## src/rtl/axis_pkg.sv

```systemverilog
// Shared types and widths for the AXIS receive endpoint.
package axis_pkg;

  localparam int unsigned DATA_W  = 32;
  localparam int unsigned STRB_W  = 4;
  localparam int unsigned KEEP_W  = 4;
  localparam int unsigned USER_W  = 2;
  localparam int unsigned ENTRY_W = DATA_W + STRB_W + KEEP_W + USER_W + 1;

  typedef enum logic [1:0] {
    PKT_IDLE = 2'd0,
    PKT_BUSY = 2'd1,
    PKT_DONE = 2'd2
  } axis_pkt_state_e;

  // FIFO entry, MSB first: {tdata, tstrb, tkeep, tuser, tlast}
  typedef struct packed {
    logic [DATA_W-1:0] tdata;
    logic [STRB_W-1:0] tstrb;
    logic [KEEP_W-1:0] tkeep;
    logic [USER_W-1:0] tuser;
    logic              tlast;
  } axis_entry_t;

endpackage

```

## src/rtl/axis_rx_fifo.sv

```systemverilog
// First-word-fall-through FIFO; head entry reads as zero when empty.
module axis_rx_fifo #(
  parameter int unsigned WIDTH = 43,
  parameter int unsigned DEPTH = 8
) (
  input  logic             clk,
  input  logic             rst_n,
  input  logic             wr_vld,
  output logic             wr_rdy,
  input  logic [WIDTH-1:0] wr_data,
  output logic             rd_vld,
  input  logic             rd_rdy,
  output logic [WIDTH-1:0] rd_data
);

  localparam int unsigned ADDR_W = $clog2(DEPTH);
  localparam int unsigned PTR_W  = ADDR_W + 1;

  logic [PTR_W-1:0] wr_ptr;
  logic [PTR_W-1:0] rd_ptr;
  logic [WIDTH-1:0] mem [DEPTH];
  logic             full;
  logic             empty;
  logic             wr_en;
  logic             rd_en;

  // Extra pointer MSB distinguishes full from empty
  assign empty   = (wr_ptr == rd_ptr);
  assign full    = (wr_ptr[ADDR_W] != rd_ptr[ADDR_W]) &&
                   (wr_ptr[ADDR_W-1:0] == rd_ptr[ADDR_W-1:0]);
  assign wr_rdy  = ~full;
  assign rd_vld  = ~empty;
  assign wr_en   = wr_vld & ~full;
  assign rd_en   = rd_rdy & ~empty;
  assign rd_data = empty ? '0 : mem[rd_ptr[ADDR_W-1:0]];

  // Pointer update; wrap by natural overflow
  always_ff @(posedge clk or negedge rst_n) begin
    if (!rst_n) begin
      wr_ptr <= '0;
      rd_ptr <= '0;
    end else begin
      if (wr_en) wr_ptr <= wr_ptr + PTR_W'(1);
      if (rd_en) rd_ptr <= rd_ptr + PTR_W'(1);
    end
  end

  // Storage array, no reset needed since the head is masked when empty
  always_ff @(posedge clk) begin
    if (wr_en) mem[wr_ptr[ADDR_W-1:0]] <= wr_data;
  end

endmodule

```

## src/rtl/axis_slave.sv

```systemverilog
// AXIS receive endpoint: buffers upstream beats and hands them to backend logic
// with packet tracking, per-packet beat count and stall timeout.
module axis_slave
  import axis_pkg::*;
#(
  parameter logic [7:0] FIFO_DEPTH     = 8'd8,
  parameter logic [7:0] BK_RDY_TIMEOUT = 8'd5
) (
  input  logic        axi_aclk,
  input  logic        axi_aresetn,
  input  logic        axis_tvalid,
  input  logic [31:0] axis_tdata,
  input  logic [3:0]  axis_tstrb,
  input  logic [3:0]  axis_tkeep,
  input  logic        axis_tlast,
  input  logic [1:0]  axis_tuser,
  output logic        axis_tready,
  output logic        bk_valid,
  output logic [31:0] bk_data,
  output logic [3:0]  bk_tstrb,
  output logic [3:0]  bk_tkeep,
  output logic [1:0]  bk_user,
  output logic        bk_last,
  input  logic        bk_ready,
  output logic [15:0] bk_beat_cnt,
  output logic        bk_done,
  output logic        bk_nordy
);

  axis_entry_t     wr_entry;
  axis_entry_t     head;
  logic [ENTRY_W-1:0] head_bits;
  logic            fifo_wr_rdy;
  logic            run_q;
  logic            null_beat;
  logic            push;
  logic            pop;
  axis_pkt_state_e state_q;
  axis_pkt_state_e state_d;
  logic [15:0]     cnt_d;
  logic [7:0]      stall_q;
  logic [7:0]      stall_d;

  // Null beats (no kept bytes, not last) are handshaked but never stored
  assign null_beat   = (axis_tkeep == 4'h0) && !axis_tlast;
  assign axis_tready = run_q & fifo_wr_rdy;
  assign push        = axis_tvalid & axis_tready & ~null_beat;
  assign pop         = bk_valid & bk_ready;

  assign wr_entry = '{tdata: axis_tdata, tstrb: axis_tstrb, tkeep: axis_tkeep,
                      tuser: axis_tuser, tlast: axis_tlast};

  axis_rx_fifo #(
    .WIDTH (ENTRY_W),
    .DEPTH (32'(FIFO_DEPTH))
  ) u_fifo (
    .clk     (axi_aclk),
    .rst_n   (axi_aresetn),
    .wr_vld  (push),
    .wr_rdy  (fifo_wr_rdy),
    .wr_data (wr_entry),
    .rd_vld  (bk_valid),
    .rd_rdy  (bk_ready),
    .rd_data (head_bits)
  );

  // Head-of-FIFO fields, already zero when empty
  assign head     = axis_entry_t'(head_bits);
  assign bk_data  = head.tdata;
  assign bk_tstrb = head.tstrb;
  assign bk_tkeep = head.tkeep;
  assign bk_user  = head.tuser;
  assign bk_last  = head.tlast;

  // Packet FSM, beat counter and stall counter next-state
  always_comb begin
    state_d = state_q;
    cnt_d   = bk_beat_cnt;
    stall_d = stall_q;

    unique case (state_q)
      PKT_IDLE, PKT_DONE: begin
        if (pop) state_d = bk_last ? PKT_DONE : PKT_BUSY;
        else     state_d = PKT_IDLE;
      end
      PKT_BUSY: begin
        if (pop && bk_last) state_d = PKT_DONE;
      end
      default: state_d = PKT_IDLE;
    endcase

    // A pop during the done cycle starts the next packet at 1
    if (pop) begin
      if (state_q == PKT_DONE)          cnt_d = 16'd1;
      else if (bk_beat_cnt != 16'hFFFF) cnt_d = bk_beat_cnt + 16'd1;
    end else if (state_q == PKT_DONE) begin
      cnt_d = 16'd0;
    end

    if (pop || !bk_valid)     stall_d = 8'd0;
    else if (stall_q != 8'hFF) stall_d = stall_q + 8'd1;
  end

  // State and registered status outputs
  always_ff @(posedge axi_aclk or negedge axi_aresetn) begin
    if (!axi_aresetn) begin
      run_q       <= 1'b0;
      state_q     <= PKT_IDLE;
      bk_beat_cnt <= 16'd0;
      bk_done     <= 1'b0;
      stall_q     <= 8'd0;
      bk_nordy    <= 1'b0;
    end else begin
      run_q       <= 1'b1;
      state_q     <= state_d;
      bk_beat_cnt <= cnt_d;
      bk_done     <= (state_d == PKT_DONE);
      stall_q     <= stall_d;
      bk_nordy    <= (stall_d >= BK_RDY_TIMEOUT);
    end
  end

endmodule

```

## config.mk

```make
export PLATFORM = sky130hd
export DESIGN_NAME = axis_slave
export DESIGN_NICKNAME = d
export VERILOG_FILES = /design/src/rtl/axis_pkg.sv /design/src/rtl/axis_rx_fifo.sv /design/src/rtl/axis_slave.sv
export SDC_FILE = /design/constraint.sdc
export NUM_CORES = 1
export LEC_CHECK = 0
export CAP_MARGIN = 20
export CELL_PAD_IN_SITES_DETAIL_PLACEMENT = 1
export CELL_PAD_IN_SITES_GLOBAL_PLACEMENT = 1
export CORE_MARGIN = 4
export CORE_UTILIZATION = 41
export CTS_CLUSTER_SIZE = 16
export DETAILED_ROUTE_END_ITERATION = 8
export PLACE_DENSITY_LB_ADDON = 0.2
export SKIP_LAST_GASP = 1
export SLEW_MARGIN = 0
export SYNTH_ARGS = -nofsm -noshare
export SYNTH_HDL_FRONTEND = slang
export SYNTH_HIERARCHICAL = 1
export SYNTH_SLANG_ARGS = --single-unit
```

## constraint.sdc

```tcl
create_clock -name axi_aclk -period 8.8 [get_ports axi_aclk]
set_input_delay 1.76 -clock axi_aclk [delete_from_list [all_inputs] [get_ports axi_aclk]]
set_output_delay 1.76 -clock axi_aclk [all_outputs]
set_load 0.01 [all_outputs]
```

# == Word level (Yosys, flattened, before mapping) ==
# Memory sizes are Yosys's and may differ from the RTL's.
# Index checks and enable logic that the tools add are counted.
# totals
elab_cells,54
latch_bits,0
reg_bits,37
output_inout_bits,63
romBits,0
inputBits,47
ramBits,344
n_memories,1
# mem_list
memory,depth,width,read_ports,rd_ports_with_merged_regs,wr,line,rtl
u_fifo.mem,8,43,1,0,1,axis_rx_fifo.sv:21,logic [WIDTH-1:0] mem [DEPTH];
# op_classes
order_cmp,1
reduce_logical,11
n_shift,0
bitwise_logic,8
div_mod_pow,0
eq_ne,8
mux,13
n_addsub,4
mul,0
# op_table
cell,n
two-way mux 16 bit,4
two-way mux 43 bit,1
"adder 16 x 1 -> 16 bit, second input constant",1
two-way mux 8 bit,2
"inequality test 16 bit, second input constant",1
"adder 4 x 1 -> 4 bit, second input constant",2
"adder 8 x 1 -> 8 bit, second input constant",1
"greater-or-equal comparator 8 x 3 -> 1 bit, second input constant",1
"inequality test 8 bit, second input constant",1
two-way mux 2 bit,3
bitwise AND 1 bit,5
"equality test 2 bit, second input constant",2
equality test 4 bit,1
zero test 4 bit,1
one-hot mux 2 bit (2 select lines),1
nonzero test 2 bit,2
equality test 3 bit,1
logical AND 1 bit,3
inverter 1 bit,3
"equality test 2 x 1 -> 1 bit, second input constant",1
zero test 2 bit,1
two-way mux 1 bit,2
AND reduction 2 bit,1
OR reduction 2 bit,1
3 further kinds,3

# == Depth between registers and ports, before layout ==
# Gate-level depths: netlist of run 1.
# logic_depth
ltp_word,9
mapped_depth,10

# == By module ==
# The synthesis of run 1 kept the hierarchy.
# modules_own_cells
module,n_inst,cells_per_inst,area_per_inst_um2
axis_rx_fifo,1,751,13849.5
axis_slave,1,155,1521.5

# == Worst setup path before layout of run 1 ==
# No wires, ideal clock.
# synth_path
kind,input-to-reg
startpoint,input port axis_tkeep[3]
endpoint,"memory u_fifo.mem[4][0], enable pin"
arrival_ps,6729
n_path_buf,0
slack_ps,1506
path_stages,4
cell_sequence,or4_1 -> o211a_1 -> o41ai_4 -> nor4b_1
# synth_via
elab_chain_len,7
# synth_lines
item,line,rtl
"start, declared",axis_slave.sv:14,"input logic [3:0] axis_tkeep,"
zero test 4 bit,axis_slave.sv:45,assign null_beat = (axis_tkeep == 4'h0) && !axis_tlast;
logical AND 1 bit,axis_slave.sv:45,
inverter 1 bit,axis_slave.sv:47,assign push = axis_tvalid & axis_tready & ~null_beat;
bitwise AND 1 bit,axis_slave.sv:47,
net push,axis_slave.sv:36,logic push;
bitwise AND 1 bit,axis_rx_fifo.sv:33,assign wr_en = wr_vld & ~full;
two-way mux 1 bit,axis_rx_fifo.sv:50,if (wr_en) mem[wr_ptr[ADDR_W-1:0]] <= wr_data;
two-way mux 1 bit (implied by the code),axis_rx_fifo.sv:50,
"end, declared",axis_rx_fifo.sv:21,
# The timed path passes the listed nets, and every way through them passes these cells.

# == Worst setup path in the final report of run 1 ==
# layout_path
startpoint,register u_fifo.rd_ptr[0]
endpoint,output port bk_last
# layout_via
elab_chain_len,2
elab_cells_between_ends,3
classes_between,1 x eq/ne; 1 x mux; 1 x memory
# layout_lines
item,line,rtl
"start, declared",axis_rx_fifo.sv:20,logic [PTR_W-1:0] rd_ptr;
"start signal, assigned",axis_rx_fifo.sv:44,if (rd_en) rd_ptr <= rd_ptr + PTR_W'(1);
memory read (8 x 43 bit) or equality test 4 bit (tied branches),--,
two-way mux 43 bit (*),axis_rx_fifo.sv:35,assign rd_data = empty ? '0 : mem[rd_ptr[ADDR_W-1:0]];
"end, declared",axis_slave.sv:23,"output logic bk_last,"
# Every way passes the cells marked *; elsewhere a longest branch is shown, timed or not.

==> results of run 1 <==
-- power breakdown --
| part | switching (mW) | internal [mW] |
|---|---|---|
| Combinational | 1.11 | 1.03 |
| Sequential | 0.188 | 2.16 |
| Clock | 0.673 | 0.990 |
-- layout make-up --
| type | instances | area [µm²] |
|---|---|---|
| Inverter | 5 | 18.8 |
| Sequential cell | 381 | 11300 |
| Clock buffer | 66 | 1230 |
| Timing Repair Buffer | 132 | 1270 |
| Multi-Input combinational cell | 468 | 3880 |
| Clock inverter | 10 | 83.8 |
| Tap cell | 468 | 586 |
| Fill cell | 3456 | 18500 |
-- routing by layer --
metal,wire length [µm],up-vias,GRT usage [%],share of wire [%]
met3,1400,42,2.98,3.9
met2,17700,145,29.9,50
met1,16000,4402,23.7,45
met4,559,2,3.91,1.6
met5,13,-,0,0.036
li1,-,3855,-,-
-- metrics by stage --
step                utilization, %  hold slack (ns)  cell area (µm²)
detailed placement            46.2            0.520            17000
finish                        49.8            0.522            18300
global placement              46.2            0.501            17000
CTS                           49.8            0.526            18300
floorplan                        -            0.474            15400
global route                  49.8            0.545            18300
-- path summary, 6_finish.rpt --
path,to,slack [ns]
min reg2reg,bk_done,0.52
max reg2reg,u_fifo/mem[7][9],4.20
min,bk_done,0.52
max,bk_last,2.93
min in group asynchronous,bk_beat_cnt[9],1.35
max in group asynchronous,u_fifo/rd_ptr[0],6.78
-- flip-flops by register name, indices dropped and copies added (netlist names) --
register,flops
run_q,1
u_fifo/mem,344
state_q,2
bk_nordy,1
bk_beat_cnt,16
u_fifo/wr_ptr,4
stall_q,8
bk_done,1
u_fifo/rd_ptr,4
-- placed cells by master (no fill, tap or decap), types with 2 or more instances in the layout --
master / synthesis / final
a21oi_1: 8 / 8
a221o_1: 2 / 2
a22oi_1: 86 / 86
a311oi_1: 3 / 3
a31oi_1: 7 / 7
and2_1: 4 / 3
and3_1: 47 / 47
and4_1: 2 / 2
buf_4: 16 / 22
clkbuf_1: 25 / 16
clkbuf_16: 0 / 43
clkbuf_8: 0 / 7
clkdlybuf4s50_1: 0 / 108
clkinv_2: 0 / 6
clkinvlp_4: 0 / 2
dfrtp_1: 37 / 36
edfxtp_1: 344 / 344
ha_1: 4 / 4
inv_1: 5 / 5
mux2i_1: 175 / 175
nand2_1: 13 / 13
nand2b_1: 3 / 3
nand3_1: 8 / 8
nand3b_1: 2 / 2
nand4_1: 10 / 10
nand4b_1: 2 / 2
nor2_1: 21 / 19
nor2_4: 0 / 2
nor2b_1: 5 / 3
nor2b_4: 0 / 2
nor3_1: 7 / 4
nor3_2: 1 / 4
nor3b_1: 5 / 4
nor4b_2: 0 / 2
o211a_1: 2 / 2
o21ai_0: 6 / 6
o221a_2: 2 / 2
or4_1: 2 / 2
xnor2_1: 15 / 15
xor2_1: 5 / 5
-- cells by family (layout without fill, tap and decap cells) --
| logic type | after synthesis | in the layout | synth area share [%] |
|---|---|---|---|
| other | 1 | 1 | 0.0244 |
| AND/OR/NAND/NOR | 139 | 139 | 5.24 |
| buffers and inverters | 57 | 213 | 1.99 |
| AO/OA/AOI/OAI | 125 | 125 | 6.19 |
| adder cells (fa/ha/maj) | 4 | 4 | 0.326 |
| multiplexers | 177 | 177 | 11.6 |
| flip-flops | 381 | 381 | 73.2 |
| XOR/XNOR | 22 | 22 | 1.42 |
-- critical path, cell delays in order, from the launching register on --
cell and delay (ns):
dfrtp_4 1.15, xnor2_1 0.30, nand4_1 0.77, buf_4 0.58, and3_1 0.23, clkdlybuf4s50_1 0.48
==> qor.yml, run 1 <==
sta:
  setup_viol: 0
  fin_crit_sh_pct: 66.7
  setup_slack_ns: 2.93
  worstMarginPinSlew_ns: 1.11
  hold_viol: 0
  setup_tns_ns: 0
  report.final.slew_viol_count: 0
  max_freq_ghz: 0.170
  clock_skew_ns: 0.0166
  min_period_ns: 5.87
  max_slew_margin_pct: 25.9
  rsz0062_at_grt: "false"
floorplanning:
  initial_core_util_pct: 41.8
  rows: 70
  coreArea_um2: 36800
  die_area_um2: 40700
  die_y_um: 202
  die_w_um: 202
  io_pins: 110
routing:
  drcViolationCount: 0
  drt_iter0_markers: 599
  wl_um: 35700
  ant_nets: 0
  viasPerCell: 5.52
  num_vias: 8446
  wl_per_cell_um: 23.4
  drt_pre_antenna_iters: 4
setup_path:
  crit_arrival_ns: 4.11
  end_kind: "output port"
  crit_path_start: "u_fifo/rd_ptr[0]"
  cp_max_fo: 62
  path_class: "register to output port"
  reg2reg_from: "u_fifo/rd_ptr[0]"
  cp.required_ns: 7.04
  reg2reg_depth: 9
  crit_path_start_kind: "register"
yosys:
  synth.distinct_cells: 53
  yosysMostFrequentCell: "edfxtp_1"
  ys_seq_elements: 381
  synth_area_per_cell_um2: 17.0
  synth.top_cells.by_count: "edfxtp_1 (344), mux2i_1 (175), a22oi_1 (86)"
  syn-cell-area_um2: 15400
  synthTopCellsByArea: "edfxtp_1 (67%), mux2i_1 (11%), dfrtp_1 (6.0%), a22oi_1 (4.2%), and3_1 (1.9%)"
  async_flop_share_pct: 9.71
  yosys.area.top_type: "edfxtp_1"
  synth.yosys.seq_area_share_pct: 73.2
  syn-instance-count: 906
  synth_top_area_share_pct: 67.2
  ys.warnings.count: 6
  synth_enable_flop_cells: 344
  ys.flop_type: "edfxtp_1"
  synth_nets: 957
pwr:
  peakVddDrop_mv: 0.259
  p_leak_nw: 6.52
  p_total_mw: 6.15
  power_per_cell_area_nw_per_um2: 335
final_layout:
  drive_gt1_share_pct: 10.4
  diodes: 0
  syn_to_final_growth_pct: 19.3
  fin_cells: 1530
  num-nets-final: 1080
placement:
  place.gp.congestion: 0.710
  post-place-ws_ns: 3.45
  numPortBuffers: 109
  hpwlAfterDp_um: 20200
  placed_cells: 1453
clock_tree:
  cts_max_level: 2
  cts_tree: "built"
  cts_buffers: 41
  clock-sinks: 381
  post_cts_buffers: 0
  clock_latency_ns: 0.53
  clk_path_buf_depth: 3
  clock-root-buffer: "clkbuf_16"
  hold_buffers: 0
  clk_pin_slew_ns: 0.06
  post_cts_resize_count: 0
global_route:
  grtUsageTotal_pct: 17.5
  grt_first_pass_wirelength_um: 55000
  grt_max_degree: 117
  first_global_vias: 8848
  antenna_found_initial: 1
  grt_overflow: 0
hold_path:
  worstHoldPathCells: 1
  hp-start: "state_q[1]"
  hp-class: "register to register"
flow_run:
  cap_violations: 0
run_status:
  status: "finished clean"
(Power assumes the default switching activity.)
==> run 2, diff against run 1 <==
==> constraint.sdc (replaced) <==
create_clock -name axi_aclk -period 4.87 [get_ports axi_aclk]
set_input_delay 0.974 -clock axi_aclk [delete_from_list [all_inputs] [get_ports axi_aclk]]
set_output_delay 0.974 -clock axi_aclk [all_outputs]
set_load 0.01 [all_outputs]
==> qor.yml, run 2 (synthesized netlist as in run 1, its figures left out) <==
pwr:
  p_int_mw: 7.55  # was 4.18 mW
  p_comb_share_pct: 37.0  # was 34.8%
  peakVddDrop_mv: 0.299  # was 0.259 mV
  seqPwrFrac_pct: 36.6  # was 38.1%
  sw_frac_of_total_pct: 32.6  # was 32.1%
  p_total_mw: 11.2  # was 6.15 mW
  switching_power_mw: 3.66  # was 1.97 mW
  p_leak_nw: 6.58  # was 6.52 nW
  clkPwrFrac_pct: 26.4  # was 27.0%
  power_per_cell_area_nw_per_um2: 608  # was 335 nW/µm²
placement:
  hpwlAfterDp_um: 22300  # was 20200 µm
  place.gp.congestion: 0.784  # was 0.710
  numPortBuffers: 109  # unchanged
sta:
  fin_crit_sh_pct: 93.8
  worstMarginPinSlew_ns: 0.977  # was 1.11 ns
  setup_viol: 0  # unchanged
  min_period_ns: 4.57
  clock_skew_ns: 0.0142  # was 0.0166 ns
  max_slew_margin_pct: 34.9  # was 25.9%
  report.final.slew_viol_count: 0  # unchanged
  setup_tns_ns: 0  # unchanged
  max_freq_ghz: 0.219
  rsz0062_at_grt: "false"  # unchanged
  hold_viol: 0  # unchanged
floorplanning:
  rows: 70  # unchanged
  die_y_um: 202  # unchanged
  die_area_um2: 40700  # unchanged
  die_w_um: 202  # unchanged
  io_pins: 110  # unchanged
  initial_core_util_pct: 41.8  # unchanged
  coreArea_um2: 36800  # unchanged
setup_path:
  crit_buf_inv: 2  # unchanged
  critPathSlowestCell: "nand4_1"  # was dfrtp_4
  path_class: "register to output port"  # unchanged
  crit_path_start_kind: "register"  # unchanged
  cp_max_fo: 22  # was 62
  end_kind: "output port"  # unchanged
  path_delay_family: "buffers and inverters"  # was flip-flops
  crit_path_start: "u_fifo/wr_ptr[1]"  # was u_fifo/rd_ptr[0]
  crit_path_max_incr_delay_ns: 0.78  # was 1.15 ns
  crit_chain: "xnor2_1 -> nand4_1 -> buf_4 -> and3_1 -> clkdlybuf4s50_1"  # unchanged
  reg2reg_from: "u_fifo/wr_ptr[1]"  # was u_fifo/rd_ptr[0]
  cp.required_ns: 3.90  # was 7.04 ns
  crit_arrival_ns: 3.60  # was 4.11 ns
clock_tree:
  hold_buffers: 0  # unchanged
  cts_max_level: 2  # unchanged
  clk_pin_slew_ns: 0.06  # about the same
  clk_path_buf_depth: 3  # unchanged
  clock_latency_ns: 0.53  # about the same
  post_cts_resize_count: 0  # unchanged
  clock-root-buffer: "clkbuf_16"  # unchanged
  cts_buffers: 41  # unchanged
  clock-sinks: 381  # unchanged
  post_cts_buffers: 0  # unchanged
  cts_tree: "built"  # unchanged
global_route:
  use_met2_pct: 29.9  # about the same
  grt_max_degree: 57  # was 117
  antenna_found_initial: 0  # was 1
  first_global_vias: 9126  # was 8848
  grt_overflow: 0  # unchanged
  gr-max-usage-layer: "met2"  # unchanged
  met3_usage_pct: 2.92  # was 2.98%
  met1_usage_pct: 25.3  # was 23.7%
  grt_first_pass_wirelength_um: 56700  # was 55000 µm
  grtUsageTotal_pct: 18.0  # was 17.5%
hold_path:
  hp-class: "register to register"  # unchanged
  hp-start: "state_q[1]"  # unchanged
routing:
  wl_um: 36800  # was 35700 µm
  ant_nets: 0  # unchanged
  drt_pre_antenna_iters: 4  # unchanged
  viasPerCell: 5.57  # was 5.52
  wl_per_cell_um: 23.9  # was 23.4 µm
  num_vias: 8583  # was 8446
  drcViolationCount: 0  # unchanged
  drt_iter0_markers: 478  # was 599
final_layout:
  multi_input_area_um2: 3940  # was 3880 µm²
  seqCellArea_um2: 11300  # unchanged
  largest_reg_flops: 344  # unchanged
  fillCellCount: 3465  # was 3456
  num-nets-final: 1092  # was 1080
  diodes: 0  # unchanged
  final_common_cell: "edfxtp_1"  # unchanged
  drive_gt1_share_pct: 11.2  # was 10.4%
  syn_to_final_growth_pct: 20.0  # was 19.3%
  final_cell_mix: "edfxtp_1 (344), mux2i_1 (175), clkdlybuf4s50_1 (108)"  # unchanged
flow_run:
  cap_violations: 0  # unchanged
run_status:
  status: "finished clean"  # unchanged
==> run 2: per-stage QoR <==
| stage | utilization [%] | area, µm² | hold WS, ns | instances | setup slack (ns) |
|---|---|---|---|---|---|
| after CTS | 50.1 | 18400 | 0.523 | 1541 | 0.286 |
| after floorplan | - | 15400 | 0.474 | 906 | 0.240 |
| after detailed placement | 46.6 | 17200 | 0.510 | 1465 | 0.868 |
| final | 50.1 | 18400 | 0.529 | 1542 | 0.300 |
| after global routing | 50.1 | 18400 | 0.553 | 1542 | 0.107 |
| after global placement | 46.6 | 17100 | 0.499 | 1464 | 1.03 |
==> run 2: final timing paths <==
kind                                endpoint  slack (ns)  depth (start not counted)
hold reg to reg                      bk_done        0.53                          1
hold / removal                       bk_done        0.53                          1
setup reg to reg           u_fifo/mem[5][27]        1.27                          8
max in group asynchronous   u_fifo/rd_ptr[0]        3.62                          1
min in group asynchronous         stall_q[0]        0.58                          1
setup / recovery                 bk_data[18]        0.30                          5
==> run 2: cell type report <==
cell class | count | area share (%)
flip-flops and latches | 381 | 61.0
multi-input cells | 468 | 21.3
repair buffers | 144 | 7.38
clock buffers | 58 | 6.19
well taps | 468 | 3.17
clock inverters | 18 | 0.773
inverters | 5 | 0.102
==> run 2: routing by layer <==
metal,vias up,part of all wire [%]
met5,-,0
met4,0,1.4
met3,40,3.9
met2,153,49
met1,4496,46
li1,3894,-
==> run 2: power by group through the flow <==
stage | clock network, mW | registers [mW] | logic [mW]
after global placement | 0 | 4.15 | 4.15
after global routing | 3.20 | 4.13 | 4.47
after CTS | 3.04 | 4.10 | 4.22
after detailed placement | 0 | 4.17 | 4.18
after floorplan | 0 | 4.08 | 2.42
final | 2.96 | 4.10 | 4.15
==> run 2: worst reg2reg max path: stages, from the launching register on <==
cell	delay, ns
dfrtp_1	0.73
xor2_1	0.46
nor4_2	0.17
inv_1	0.08
and2_1	0.17
o211a_1	0.33
o41ai_4	0.24
nor3_4	0.67
buf_4	0.40
